File: config.mk
export PLATFORM = sky130hd
export DESIGN_NAME = dmem_access_ctrl
export DESIGN_NICKNAME = d
export VERILOG_FILES = /design/src/rtl/dmem_access_ctrl.sv
export SDC_FILE = /design/constraint.sdc
export NUM_CORES = 1
export LEC_CHECK = 0
export ABC_AREA = 1
export BUFFER_PORTS_ARGS = -buffer_cell sky130_fd_sc_hd__buf_4
export CORE_MARGIN = 4
export CORE_UTILIZATION = 41
export CTS_BUF_LIST = sky130_fd_sc_hd__clkbuf_4
export DETAILED_ROUTE_END_ITERATION = 10
export PLACE_DENSITY_LB_ADDON = 0.05
export SLEW_MARGIN = 15
export SYNTH_ARGS = -nofsm -noshare
export SYNTH_HDL_FRONTEND = slang
export SYNTH_SLANG_ARGS = --single-unit
File: constraint.sdc
create_clock -name CLK -period 1.5 [get_ports CLK]
set_input_delay 0.075 -clock CLK [delete_from_list [all_inputs] [get_ports CLK]]
set_output_delay 0.075 -clock CLK [all_outputs]
set_load 0.005 [all_outputs]
File: src/rtl/dmem_access_ctrl.sv
// Data-memory access sequencer between the MEM stage and a variable-latency
// memory using a req/ack handshake. It holds the pipeline while an access is
// outstanding, merges that stall with the Hazard_Unit controls, and aborts
// hung accesses with a saturating watchdog.
//
// Ports:
//   CLK, RST                 clock (rising edge), async active-low reset
//   MemReadM, MemWriteM      load / store present in MEM stage
//   ALUOutM, WriteDataM      access address / store data
//   HazStallF/D, HazFlushE   Hazard_Unit controls to be merged
//   mem_ack, mem_rdata       memory completion pulse and read data
//   mem_req, mem_we          registered request and write enable
//   mem_addr, mem_wdata      registered address and write data
//   ReadDataM                load result (valid in DONE, else 0)
//   StallF/D/E/M, FlushE/W   final per-stage pipeline controls
//   MemErr                   one-cycle watchdog timeout pulse
module dmem_access_ctrl #(
    parameter int unsigned DATA_WIDTH = 32,
    parameter int unsigned ADDR_WIDTH = 32,
    parameter int unsigned TIMEOUT    = 16,
    parameter int unsigned CNT_WIDTH  = 8
) (
    input  logic                  CLK,
    input  logic                  RST,
    input  logic                  MemReadM,
    input  logic                  MemWriteM,
    input  logic [ADDR_WIDTH-1:0] ALUOutM,
    input  logic [DATA_WIDTH-1:0] WriteDataM,
    input  logic                  HazStallF,
    input  logic                  HazStallD,
    input  logic                  HazFlushE,
    input  logic                  mem_ack,
    input  logic [DATA_WIDTH-1:0] mem_rdata,
    output logic                  mem_req,
    output logic                  mem_we,
    output logic [ADDR_WIDTH-1:0] mem_addr,
    output logic [DATA_WIDTH-1:0] mem_wdata,
    output logic [DATA_WIDTH-1:0] ReadDataM,
    output logic                  StallF,
    output logic                  StallD,
    output logic                  StallE,
    output logic                  StallM,
    output logic                  FlushE,
    output logic                  FlushW,
    output logic                  MemErr
);

    localparam logic [1:0] S_IDLE = 2'd0;
    localparam logic [1:0] S_WAIT = 2'd1;
    localparam logic [1:0] S_DONE = 2'd2;

    localparam logic [CNT_WIDTH-1:0] CNT_LAST = CNT_WIDTH'(TIMEOUT - 1);
    localparam logic [CNT_WIDTH-1:0] CNT_MAX  = '1;

    logic [1:0]            state_q, state_d;
    logic [CNT_WIDTH-1:0]  cnt_q, cnt_d;
    logic                  req_q, req_d;
    logic                  we_q, we_d;
    logic [ADDR_WIDTH-1:0] addr_q, addr_d;
    logic [DATA_WIDTH-1:0] wdata_q, wdata_d;
    logic [DATA_WIDTH-1:0] rdata_q, rdata_d;
    logic                  err_q, err_d;

    logic access_c;
    logic memstall_c;

    assign access_c   = MemReadM | MemWriteM;
    assign memstall_c = ((state_q == S_IDLE) & access_c) | (state_q == S_WAIT);

    // State and datapath registers
    always_ff @(posedge CLK or negedge RST) begin
        if (!RST) begin
            state_q <= S_IDLE;
            cnt_q   <= '0;
            req_q   <= 1'b0;
            we_q    <= 1'b0;
            addr_q  <= '0;
            wdata_q <= '0;
            rdata_q <= '0;
            err_q   <= 1'b0;
        end else begin
            state_q <= state_d;
            cnt_q   <= cnt_d;
            req_q   <= req_d;
            we_q    <= we_d;
            addr_q  <= addr_d;
            wdata_q <= wdata_d;
            rdata_q <= rdata_d;
            err_q   <= err_d;
        end
    end

    // Next-state and datapath update
    always_comb begin
        state_d = state_q;
        cnt_d   = cnt_q;
        req_d   = req_q;
        we_d    = we_q;
        addr_d  = addr_q;
        wdata_d = wdata_q;
        rdata_d = rdata_q;
        err_d   = err_q;

        case (state_q)
            S_IDLE: begin
                if (access_c) begin
                    state_d = S_WAIT;
                    req_d   = 1'b1;
                    we_d    = MemWriteM;   // read+write together is a write
                    addr_d  = ALUOutM;
                    wdata_d = WriteDataM;
                    cnt_d   = '0;
                end
            end
            S_WAIT: begin
                // Ack takes priority over a coincident timeout
                if (mem_ack) begin
                    if (!we_q) begin
                        rdata_d = mem_rdata;
                    end
                    state_d = S_DONE;
                    req_d   = 1'b0;
                end else if (cnt_q == CNT_LAST) begin
                    rdata_d = '0;
                    state_d = S_DONE;
                    req_d   = 1'b0;
                    err_d   = 1'b1;
                end else if (cnt_q != CNT_MAX) begin
                    cnt_d = cnt_q + CNT_WIDTH'(1);
                end
            end
            S_DONE: begin
                // Single cycle so IDLE always sees the next MEM instruction
                state_d = S_IDLE;
                err_d   = 1'b0;
            end
            default: begin
                state_d = S_IDLE;
                req_d   = 1'b0;
                err_d   = 1'b0;
            end
        endcase
    end

    assign mem_req   = req_q;
    assign mem_we    = we_q;
    assign mem_addr  = addr_q;
    assign mem_wdata = wdata_q;
    assign MemErr    = err_q;
    assign ReadDataM = (state_q == S_DONE) ? rdata_q : '0;

    // EX holds instead of flushing during a memory stall; the hazard
    // condition is re-evaluated once the stall releases.
    assign StallF = HazStallF | memstall_c;
    assign StallD = HazStallD | memstall_c;
    assign StallE = memstall_c;
    assign StallM = memstall_c;
    assign FlushE = HazFlushE & ~memstall_c;
    assign FlushW = memstall_c;

endmodule
# Word level (Yosys, flattened, before mapping)
# Index checks and enable logic that the tools add are counted.
# op_classes
n_addsub	1
n_mul	0
div_mod_pow	0
magnitude_cmp	0
n_eq_ne	11
shift	0
muxes	20
bitwise_logic	9
reduce_logical	9
# op_table
operator	n
$mux 32	4
$mux 8	4
$pmux 8 s2	1
$reduce_and 3->1	3
$add 8x1->8 const B	1
$eq 8x4->1 const B	1
$ne 2x2->1 const B	4
$ne 8x8->1 const B	1
$mux 2	3
$mux 1	5
$reduce_and 5->1	1
$ne 2x1->1 const B	2
$or 1x1->1	4
$pmux 2 s2	1
$reduce_and 2->1	2
$reduce_bool 2->1	2
$ne 3x2->1 const B	1
$not 1->1	3
$pmux 1 s3	1
$and 1x1->1	2
$eq 2x1->1 const B	1
$eq 2x2->1 const B	1
$logic_not 2->1	1
$pmux 1 s2	1
# word_totals
register_bits	109
latch_bits	0
mem_bits_rw	0
rom_bits	0
wordCells	58
memories	0

# Depth between registers and ports, before layout
# logic_depth
depth_word	5
depth_mapped	9

# Worst setup path after synthesis
# OpenSTA, ideal clock, no wires.
# synth_timing
path_type	reg2reg
start	register cnt_q[0]
end	register cnt_q[3]
setup_ns	0.127
t_arrival_ns	1.189
required_ns	1.373
path_slack_ns	0.184
stages_incl_launch_ff	9
path_buffers	1
synth_period_minus_slack_ns	1.316
cell_sequence	dfrtp_1 ha_1 nand3_1 nor2_1 nand2_1 nand2_2 buf_4 nand2_1 o21ai_0
# synth_between
elab_chain_cells	5
# synth_lines
element	line_no	text
start: declaration	56	logic [CNT_WIDTH-1:0] cnt_q, cnt_d;
start signal: assignment	83	cnt_q <= cnt_d;
$add 8x1->8	129	cnt_d = cnt_q + CNT_WIDTH'(1);
$mux 8	128	end else if (cnt_q != CNT_MAX) begin
$mux 8	123	end else if (cnt_q == CNT_LAST) begin
$mux 8	117	if (mem_ack) begin
$pmux 8 s2	104	case (state_q)
# Several ways; a longest one is shown, not always the timed one. The select of a mux whose other input is x is not followed.
# A chain may end at the register's enable or synchronous reset.

# Final worst setup path
# layout_timing
start	register state_q[0]
end	output ReadDataM[11]
# layout_between
elab_chain_cells	2
# layout_lines
element	line_no	text
start: declaration	55	logic [1:0] state_q, state_d;
start signal: assignment	82	state_q <= state_d;
$eq 2x2->1	150	assign ReadDataM = (state_q == S_DONE) ? rdata_q : '0;
$mux 32	150	
end: declaration	38	output logic [DATA_WIDTH-1:0] ReadDataM,
# No other way between the ends.

==> reports/metrics.cfg <==
[status]
status = finished, violations left
violations = negative setup slack

[routing]
drt.antenna.violating_nets = 0
routedWlPerCell_microns = 16.2
drt_iter0_drc = 312
wl_microns = 15100
avgViaCountPerCell = 4.88
vias = 4543
first_pass_iters = 7
drc = 0

[global_routing]
grt_pass1_wl_microns = 22500
grt_pass1_vias = 4626
grt_overflow = 0
grt_usage_pct = 21.2
grt_max_degree = 47
antenna_found_initial = 0

[finish]
areaGrowthSynthToFinish_pct = 72.0
layout_common_cells = 199 x buf_4, 107 x dfrtp_1, 101 x dlygate4sd3_1
layout.nets = 887
final_common_cell = buf_4
drive_gt1_share_pct = 46.5

[worst_setup_path]
cpLargestDelayFamily = flip-flops
path_max_fanout = 6
required_ns = 1.42
r2r-start = state_q[0]
crit_arrival_ns = 1.51
critPathLaunch = state_q[0]
crit_chain = inv_4 -> nand2_8 -> clkbuf_16 -> nor2_1 -> buf_4
slowest_delay_ns = 0.49
startpoint_type = flip-flop
crit_buf_inv = 3
cp.depth = 5
reg2reg_depth = 5
slowest_stage = dfrtp_2
worst_setup_path_end_kind = primary output
timing_worst_setup_path_type = flip-flop to primary output

[clock_network]
numCtsBuffers = 9
cts-root-buf = clkbuf_4
clockBufferDepth = 2
clkTransAtPathRegs_ns = 0.16
worst_skew_pair.late_latency_ns = 0.47
cts.sinks = 109
cts_tree = built
htree_levels = 3

[synth]
synth_nets = 567
ys_seq_elements = 109
synthCells = 462
yosys_warnings = 0
syn_area_sq_mm = 0.00480
synthTopCellsByArea = dfrtp_1 57%, mux2_2 14%, nand2_1 5.3%
synth_top_cell_by_area = dfrtp_1
synth_top_area_share_pct = 56.8
syn_avg_cell_area_sq_um = 10.4
synth_cell_types = 21
ys_seq_area_share_pct = 56.8

[die]
die_y_microns = 116
io_pins = 209
die_w_microns = 116
coreArea_sq_mm = 0.0114
die-area_sq_mm = 0.0135
start_util_pct = 42.1
rows = 39

[placed_design]
place_congestion = 0.799
dp_hpwl_microns = 9370
portBuffers = 208

[flow_run]
drv_cap = 0

[sta]
finalClockSkew_ns = 0.0148
finalHoldViolations = 0
fin_crit_sh_pct = 106
slew-limit-headroom_pct = 65.2
slew_viol_final = 0
setup_viol = 37
worst_slack_ns = -0.0897
fin_crit_ns = 1.59
max_freq_ghz = 0.629
rsz0062_at_grt = yes
setup_tns_ns = -2.47
worst_pin_slew_ns = 0.520

[pwr]
power-per-cell-area_mw_per_mm2 = 1660
irDropWorstVdd_mv = 1.19
p_leak_uw = 0.00401
finalPower_uw = 13700

[hold_path]
min_path_type = primary input to flip-flop
worstHoldPathCells = 7
hold_start = MemReadM

==> sequential cells by signal, indices dropped and copies added (netlist names) <==
signal	count
MemErr	1
cnt_q	8
mem_addr	32
mem_req	1
mem_wdata	32
mem_we	1
rdata_q	32
state_q	2
==> layer usage <==
layer  vias to the layer above  GRT usage (%)  share of wire [%]
li1                       2156              -                  -
met1                      2161           25.2                 37
met2                       199           36.1                 52
met3                        27           6.74                8.4
met4                         0           7.73                2.5
met5                         -              0                  0
==> power breakdown <==
group	internal [uW]	switching, uW	total [uW]
clock network	553	950	1500
logic	4060	3080	7150
registers	4290	800	5090
total	8910	4830	13700
==> repair_timing <==
| action | 4_1_cts | 5_1_grt |
|---|---|---|
| buffers inserted | 5 | 1 |
| endpoints found under the setup margin | 57 | 145 |
| endpoints found under the hold margin | 207 | 0 |
| hold buffers | 101 | 0 |
| gates cloned | 0 | 5 |
| pin swaps | 3 | 3 |
| gates resized for setup | 51 | 60 |
==> synth_stat cells, drive strengths merged <==
cell type / instances
nor2: 48
dfrtp: 109
buf: 17
clkbuf: 13
or2: 2
a21oi: 1
xnor2: 1
nand2: 71
mux2: 64
inv: 48
o21ai: 12
ha: 1
o21a: 1
nand3: 42
nand4: 32
==> tightest hold or removal path, stage by stage <==
cell     delay [ns]
buf_4          0.08
inv_1          0.03
nand2_1        0.08
o21a_1         0.11
nand2_1        0.05
nand2_1        0.05
nand2_1        0.04
==> final timing paths <==
path                                 end  slack (ns)
min in group asynchronous        mem_req        0.16
min reg2reg                      mem_req        0.50
max                        ReadDataM[11]       -0.09
min                              mem_req        0.06
max reg2reg                mem_wdata[10]        0.01
max in group asynchronous     rdata_q[3]        0.42
==> kinds of logic after synthesis <==
family                     synth area share, %
AOI/OAI and AO/OA                         1.51
buffers and inverters                     7.50
adders and majority gates                0.261
and+or+nand+nor                           18.3
xor gates and xnor gates                 0.182
DFF                                       56.8
muxes                                     15.5
==> through the flow <==
stage	hold WS (ns)	util, %	worst slack [ns]	cells	instance area [sq um]
3_5_place_dp	-0.0220	57.2	0.0294	802	6530
6_report	0.0566	72.3	-0.0897	931	8260
2_1_floorplan	-0.221	-	0.184	462	4800
4_1_cts	0.0149	69.2	-0.137	924	7900
5_1_grt	0.0707	72.3	-0.199	930	8260
3_3_place_gp	-0.0187	57.2	0.0921	802	6530
==> layout make-up <==
cell class                      count  area (sq um)
Fill cell                         803          3160
Timing Repair Buffer              339          3060
Sequential cell                   109          2730
Multi-Input combinational cell    275          1960
Inverter                           48           185
Tap cell                          143           179
Clock buffer                       11          82.6
Clock inverter                      5          60.1
Antenna cell                        1          2.50
(Power assumes the default switching activity.)
